--- src/rtl/elevator_request_unit.sv ---
// ---------------------------------------------------------------------------
// elevator_request_unit
//
// Request register for the elevator controller. It captures hall up/down calls
// and cabin floor-button presses. It holds each request until the controller
// reports a stop at that floor, and it gives the direction-scheduling FSM
// summary flags relative to the cabin position.
//
// Ports:
//   i_clk            system clock, all state changes on the rising edge
//   i_rst_n          synchronous active-low reset
//   i_up_button      raw hall up-call buttons (asynchronous, level)
//   i_down_button    raw hall down-call buttons (asynchronous, level)
//   i_floor_button   raw cabin floor buttons (asynchronous, level)
//   i_current_floor  floor the cabin is at or passing
//   i_service_valid  one-cycle pulse: cabin stopped, doors opening
//   i_service_floor  floor being served, qualified by i_service_valid
//   i_service_dir    departure direction of the stop (1 = up, 0 = down)
//   o_up_request     pending hall up calls (registered)
//   o_down_request   pending hall down calls (registered)
//   o_floor_request  pending cabin requests (registered)
//   o_any_request    any request pending anywhere
//   o_req_above      a request exists above i_current_floor
//   o_req_below      a request exists below i_current_floor
//   o_req_here       a request exists at i_current_floor
// ---------------------------------------------------------------------------
module elevator_request_unit #(
    parameter int MAX_FLOOR = 8,
    parameter int FLOOR_W   = 3
) (
    input  logic                 i_clk,
    input  logic                 i_rst_n,
    input  logic [MAX_FLOOR-1:0] i_up_button,
    input  logic [MAX_FLOOR-1:0] i_down_button,
    input  logic [MAX_FLOOR-1:0] i_floor_button,
    input  logic [FLOOR_W-1:0]   i_current_floor,
    input  logic                 i_service_valid,
    input  logic [FLOOR_W-1:0]   i_service_floor,
    input  logic                 i_service_dir,
    output logic [MAX_FLOOR-1:0] o_up_request,
    output logic [MAX_FLOOR-1:0] o_down_request,
    output logic [MAX_FLOOR-1:0] o_floor_request,
    output logic                 o_any_request,
    output logic                 o_req_above,
    output logic                 o_req_below,
    output logic                 o_req_here
);

    // The top floor has no up call and the ground floor has no down call.
    localparam logic [MAX_FLOOR-1:0] UP_ALLOWED   = {1'b0, {(MAX_FLOOR-1){1'b1}}};
    localparam logic [MAX_FLOOR-1:0] DOWN_ALLOWED = {{(MAX_FLOOR-1){1'b1}}, 1'b0};

    logic [MAX_FLOOR-1:0] r_upSync1;
    logic [MAX_FLOOR-1:0] r_upSync2;
    logic [MAX_FLOOR-1:0] r_upHist;
    logic [MAX_FLOOR-1:0] r_downSync1;
    logic [MAX_FLOOR-1:0] r_downSync2;
    logic [MAX_FLOOR-1:0] r_downHist;
    logic [MAX_FLOOR-1:0] r_floorSync1;
    logic [MAX_FLOOR-1:0] r_floorSync2;
    logic [MAX_FLOOR-1:0] r_floorHist;

    logic [MAX_FLOOR-1:0] r_upRequest;
    logic [MAX_FLOOR-1:0] r_downRequest;
    logic [MAX_FLOOR-1:0] r_floorRequest;

    logic [MAX_FLOOR-1:0] w_upPress;
    logic [MAX_FLOOR-1:0] w_downPress;
    logic [MAX_FLOOR-1:0] w_floorPress;
    logic [MAX_FLOOR-1:0] w_serviceHit;
    logic [MAX_FLOOR-1:0] w_upClear;
    logic [MAX_FLOOR-1:0] w_downClear;
    logic [MAX_FLOOR-1:0] w_pending;
    int                   w_curIdx;

    // Two-flop synchroniser plus a history flop for every button. The history
    // flop lets us see a rising edge, so a held button counts as one press.
    // Clearing all three flops in reset makes a button that is held through
    // reset release look like a fresh press.
    always_ff @(posedge i_clk) begin
        if (!i_rst_n) begin
            r_upSync1    <= '0;
            r_upSync2    <= '0;
            r_upHist     <= '0;
            r_downSync1  <= '0;
            r_downSync2  <= '0;
            r_downHist   <= '0;
            r_floorSync1 <= '0;
            r_floorSync2 <= '0;
            r_floorHist  <= '0;
        end else begin
            r_upSync1    <= i_up_button;
            r_upSync2    <= r_upSync1;
            r_upHist     <= r_upSync2;
            r_downSync1  <= i_down_button;
            r_downSync2  <= r_downSync1;
            r_downHist   <= r_downSync2;
            r_floorSync1 <= i_floor_button;
            r_floorSync2 <= r_floorSync1;
            r_floorHist  <= r_floorSync2;
        end
    end

    assign w_upPress    = r_upSync2 & ~r_upHist;
    assign w_downPress  = r_downSync2 & ~r_downHist;
    assign w_floorPress = r_floorSync2 & ~r_floorHist;

    // Decode the service pulse into a one-hot floor mask. A service floor
    // beyond the last real floor matches no bit, so it changes nothing.
    always_comb begin
        w_serviceHit = '0;
        for (int i = 0; i < MAX_FLOOR; i++) begin
            if (i_service_valid && (i_service_floor == FLOOR_W'(i))) begin
                w_serviceHit[i] = 1'b1;
            end
        end
    end

    assign w_upClear   = w_serviceHit & {MAX_FLOOR{i_service_dir}};
    assign w_downClear = w_serviceHit & {MAX_FLOOR{~i_service_dir}};

    // Request flops. The clear mask is applied last, so when a press and a
    // service hit the same bit in the same cycle, the service wins and the
    // press is dropped. A cabin press toggles its bit, so pressing again cancels.
    always_ff @(posedge i_clk) begin
        if (!i_rst_n) begin
            r_upRequest    <= '0;
            r_downRequest  <= '0;
            r_floorRequest <= '0;
        end else begin
            r_upRequest    <= (r_upRequest | (w_upPress & UP_ALLOWED)) & ~w_upClear;
            r_downRequest  <= (r_downRequest | (w_downPress & DOWN_ALLOWED)) & ~w_downClear;
            r_floorRequest <= (r_floorRequest ^ w_floorPress) & ~w_serviceHit;
        end
    end

    assign o_up_request    = r_upRequest;
    assign o_down_request  = r_downRequest;
    assign o_floor_request = r_floorRequest;

    assign w_pending     = r_upRequest | r_downRequest | r_floorRequest;
    assign o_any_request = |w_pending;
    assign w_curIdx      = int'(i_current_floor);

    // Position-relative summary flags for the scheduler. When the cabin
    // position is outside the building, all position flags are held low.
    always_comb begin
        o_req_above = 1'b0;
        o_req_below = 1'b0;
        o_req_here  = 1'b0;
        if (w_curIdx < MAX_FLOOR) begin
            for (int i = 0; i < MAX_FLOOR; i++) begin
                if (w_pending[i]) begin
                    if (i > w_curIdx) begin
                        o_req_above = 1'b1;
                    end else if (i < w_curIdx) begin
                        o_req_below = 1'b1;
                    end else begin
                        o_req_here = 1'b1;
                    end
                end
            end
        end
    end

endmodule

--- config.mk ---
export PLATFORM = sky130hd
export DESIGN_NAME = elevator_request_unit
export DESIGN_NICKNAME = d
export VERILOG_FILES = /design/src/rtl/elevator_request_unit.sv
export SDC_FILE = /design/constraint.sdc
export NUM_CORES = 1
export LEC_CHECK = 0
export ABC_CLOCK_PERIOD_IN_PS = 1800
export BUFFER_PORTS_ARGS = -buffer_cell sky130_fd_sc_hd__buf_4
export CORE_ASPECT_RATIO = 1.25
export CORE_MARGIN = 2
export CORE_UTILIZATION = 50
export CTS_CLUSTER_SIZE = 30
export DETAILED_ROUTE_END_ITERATION = 12
export PLACE_DENSITY = 0.74
export SLEW_MARGIN = 40
export SYNTH_ARGS = -nofsm -noshare
export SYNTH_HDL_FRONTEND = slang
export SYNTH_SLANG_ARGS = --single-unit
--- constraint.sdc ---
create_clock -name i_clk -period 1.8 [get_ports i_clk]
set_input_delay 0.36 -clock i_clk [delete_from_list [all_inputs] [get_ports i_clk]]
set_output_delay 0.36 -clock i_clk [all_outputs]
set_load 0.02 [all_outputs]
# After elaboration in Yosys (flattened, before gate mapping)
# Cells that the tools add are included.
# op_classes
n_eq_ne,7
n_bitwise,20
n_mux,78
magnitude_cmp,17
n_reduce_logical,10
# ops
op,count
1-bit two-way mux,78
8-bit bitwise AND,7
8-bit NOT,5
8-bit OR,3
"3-bit == test, second input constant",4
"3-bit greater-than comparator, first input constant",4
"3-bit < comparator, first input constant",4
1-bit logical AND,8
8-bit by 7-bit OR with 8-bit output,1
8-bit OR reduction,1
8-bit bitwise XOR,1
7-bit bitwise AND,1
7-bit NOT,1
"3-bit by 2-bit == test with 1-bit output, second input constant",2
"1-bit by 3-bit greater-than comparator with 1-bit output, first input constant",2
"2-bit by 3-bit greater-than comparator with 1-bit output, first input constant",2
"1-bit by 3-bit < comparator with 1-bit output, first input constant",2
"2-bit by 3-bit < comparator with 1-bit output, first input constant",2
"3-bit by 4-bit < comparator with 1-bit output, second input constant",1
"3-bit by 1-bit == test with 1-bit output, second input constant",1
3-bit zero test,1
1-bit NOT,1
# word_totals
output_inout_bits,28
elab_cells,144
reg_bits,93
in_bits,34

# Depth between registers and ports, before layout
# logic_depth
depth_word,27
mapped_depth,5
mapped_depth_nobuf,4

# Worst setup path after synthesis
# OpenSTA, ideal clock, no wires.
# synth_path
path_kind,reg2out
from,register r_floorRequest[5] (netlist: o_floor_request[5])
to,output o_req_here
stages_incl_launch_ff,4
arrival_time_ns,1.433
t_required_ns,1.440
path_buffers,0
path_slack_ns,0.007
cell_sequence,dfxtp_1 > nor3_1 > mux4_2 > a21oi_1
# synth_between
elab_chain_len,9
# synth_rtl
item,line_no,text
from (decl),65,logic [MAX_FLOOR-1:0] r_floorRequest;
from (signal assigned),133,r_floorRequest <= (r_floorRequest ^ w_floorPress) & ~w_serviceHit;
8-bit OR (*),141,assign w_pending = r_upRequest | r_downRequest | r_floorRequest;
1-bit two-way mux (*),153,if (w_pending[i]) begin
1-bit two-way mux,156,end else if (i < w_curIdx) begin
1-bit two-way mux,154,if (i > w_curIdx) begin
1-bit two-way mux (*),153,
1-bit two-way mux,156,
1-bit two-way mux,154,
1-bit two-way mux (*),153,
1-bit two-way mux (*),151,if (w_curIdx < MAX_FLOOR) begin
to (decl),46,output logic o_req_here
# Every way passes the cells marked *; elsewhere a longest branch is shown, timed or not.

# Worst setup path in the final report
# layout_path
from,register r_floorRequest[2] (netlist: o_floor_request[2])
to,output o_req_here
# layout_between
elab_chain_len,19
# layout_rtl
item,line_no
8-bit OR (*),141
1-bit two-way mux (*),153
1-bit two-way mux,156
1-bit two-way mux,154
1-bit two-way mux (*),153
1-bit two-way mux (*),151
1-bit two-way mux,156
1-bit two-way mux,154
(+3 left out),-
1-bit two-way mux (*),153
1-bit two-way mux,156
1-bit two-way mux,154
1-bit two-way mux (*),153
1-bit two-way mux,156
1-bit two-way mux,154
1-bit two-way mux (*),153
1-bit two-way mux (*),151
# Every way passes the cells marked *; elsewhere a longest branch is shown, timed or not. The select of a mux whose other input is x is not followed.

==> metrics.md <==
| Metric | Value |
|---|---|
| Flops & latches, synth | `90` |
| Die area | `6720 um^2` |
| Final hold violation count | `0` |
| Critical path peak fanout | `4` |
| Die H | `91.2 um` |
| H-tree levels | `3` |
| CTS tree | `built` |
| Placed wire-length estimate | `3.78 mm` |
| Max-slew headroom | `0.716` |
| Clock transition at path regs | `90 ps` |
| Drc violations | `0` |
| Most common cell after layout, fill and taps aside | `buf_4` |
| WL/cell | `12.8 um` |
| Final ANT Viol Nets | `0` |
| Largest net degree at the start of global routing | `54` |
| Final cell count without fillers | `430` |
| Layout Skew | `8.16 ps` |
| Failing checks | `setup timing` |
| Util after Layout | `0.678` |
| Post-DP Area | `3560 um^2` |
| First-pass DRT Iterations | `4` |
| Layout cells sized above 1 | `0.363` |
| Worst Tran Pin Value | `426 ps` |
| Site Rows | `31` |
| Cell repeated most along the worst path | `buf_4` |
| Grt ovf | `0` |
| Place WS | `102 ps` |
| Area leader, netlist | `dfxtp_1` |
| Max Clk Rate | `522 MHz` |
| Synth cell types | `30` |
| Worst endpoint required time | `1440 ps` |
| Arrival time of the worst setup path | `1550 ps` |
| Vias in the first global route | `2,014` |
| Count of pins over their slew limit | `0` |
| Initial antenna violation count | `0` |
| Syn nets | `322` |
| Yosys warns | `0` |
| Cts bufs inserted | `9` |
| P&R area growth vs syn | `29.8%` |
| Avg Cell Area, Syn | `10.6 um^2` |
| Crit-path cells | `nor3_2 > buf_4 > nor2_2 > o31ai_2 > a21oi_2 > buf_4` |
| Max-cap viol count | `0` |
| Routed WL | `5.50 mm` |
| Via count | `2,171` |
| First-pass GRT wire length | `9.03 mm` |
| Outcome | `finished, violations left` |
| Cell class contributing the biggest share of worst-path delay | `flip-flops` |
| Die extent in x | `73.7 um` |
| Clock Tree Root | `clkbuf_8` |
| CP peak stage delay | `340 ps` |
| Initial Util | `0.523` |
| Power Total | `4.01 mW` |
| Layout fillers | `457` |
| CP Launch Type | `flip-flop` |
| Worst-case clock buffer depth | `2` |
| Cells after Synth | `288` |
| Total GRT Usage | `0.174` |
| Fin crit share | `1.06` |
| Diodes inserted | `0` |
| WS Path Type | `flip-flop to output port` |
| CP Capture Type | `output port` |
| Core Area | `5820 um^2` |
| Top cell type's share of synthesized area | `0.593` |
| Final Instance Area | `3950 um^2` |
| Worst skew pair latency | `350 ps` |
| Sink Count | `90` |
| Nets | `393` |
| Dominant cells by area after synthesis | `dfxtp_1 (59%), and2_1 (14%), nor2b_1 (2.9%)` |
| Peak supply drop | `656 uV` |
| # IOs | `62` |
| Final worst-path setup slack | `-115 ps` |
| Cell Pwr Density | `1010 nW/um^2` |
| Register area share after synthesis | `0.593` |
| # setup viols final | `4` |
| Initial DRC count | `65` |
| Slowest stage cell, crit path | `dfxtp_2` |
| Crit path time final | `1910 ps` |
| Unrepaired setup endpoints after global routing | `true` |
| Worst Path Buf+Inv | `2` |
| Commonest non-fill, non-tap cells in the layout | `buf_4 (75), dfxtp_1 (72), and2_1 (66), dfxtp_2 (18), nor2b_1 (14)` |
| DP Cell Count | `406` |
| Synthesized area | `3040 um^2` |
| Leak Pwr | `1.76 nW` |
| Buffers on Ports | `59` |
| Via density | `5.05` |
| RePlAce Congestion | `0.930` |
| Hold Path Class | `input pin to flip-flop` |
## sequential cells by signal (all words and copies together), names as in the netlist
| signal | flops |
|---|---|
| r_upSync1 | 7 |
| o_floor_request | 8 |
| r_downSync2 | 7 |
| r_downHist | 7 |
| r_upSync2 | 7 |
| r_floorHist | 8 |
| r_upHist | 7 |
| r_downSync1 | 7 |
| o_down_request | 8 |
| r_floorSync2 | 8 |
| r_floorSync1 | 8 |
| o_up_request | 8 |
## power breakdown
group | leakage (nW) | total [mW] | switching (mW) | internal (mW)
Clock | 0.110 | 1.40 | 0.675 | 0.725
Combinational | 0.903 | 0.484 | 0.233 | 0.250
Sequential | 0.747 | 2.12 | 0.0443 | 2.08
Total | 1.76 | 4.01 | 0.953 | 3.05
## final timing paths
path	from	end	slack, ps	cells after the start
max	o_floor_request[2]	o_req_here	-110	6
min	i_floor_button[0]	r_floorSync1[0]	200	2
max reg2reg	o_up_request[5]	o_up_request[5]	920	3
min reg2reg	r_downSync1[1]	r_downSync2[1]	430	1
## routing by layer
metal  GRT usage  vias to the layer above  wire length, um
li1            -                     1107                -
met1       0.213                      981             2430
met2       0.275                       71             2600
met3      0.0499                       12              345
met4      0.0833                        0              123
met5           0                        -                0
## area by class of cell
type,count,area (um^2),share of cell area
sequential,90,1820,0.462
multi-input combinational,177,1230,0.311
timing repair buffer,77,586,0.148
clock buffer,11,151,0.0384
tap,66,82.6,0.0209
clock inverter,5,61.3,0.0155
inverter,4,15.0,0.00380
## stage by stage
step	hold slack, ps	TNS (ps)
final	204	-316
after floorplan	412	0
after global routing	202	-552
after global placement	414	0
after CTS	193	-350
after detailed placement	418	0
## cells in the mapped netlist (all sizes together)
cell type / instances
buf: 8
mux4: 1
nor2: 4
a31oi: 3
xnor2: 8
o221a: 7
nand2: 7
dfxtp: 90
o22ai: 1
inv: 4
nand4: 2
a211oi: 1
nand2b: 8
o211a: 1
nor2b: 15
nor3: 9
and2b: 2
clkbuf: 9
o21ai: 10
a41oi: 4
o31ai: 2
and2: 66
o2111ai: 1
a21oi: 7
o211ai: 3
nand3: 7
and3: 8
## kinds of logic (layout without fill, tap and decap cells)
logic type | Yosys count | in the layout | synth area share
AOI/OAI and AO/OA | 40 | 40 | 0.0947
muxes | 1 | 1 | 0.00741
DFF | 90 | 90 | 0.593
xor gates and xnor gates | 8 | 8 | 0.0230
and+or+nand+nor | 128 | 128 | 0.249
buffers and inverters | 21 | 97 | 0.0329
## repair_timing
| action | CTS | global route |
|---|---|---|
| resized for setup | 28 | 11 |
| pin swaps | 7 | 8 |
| hold buffers | 0 | 0 |
| setup endpoints to repair | 4 | 4 |
| endpoints found under the hold margin | 0 | 0 |
| buffers inserted | 10 | 1 |
Note: power is estimated with default switching activity, not from simulation.
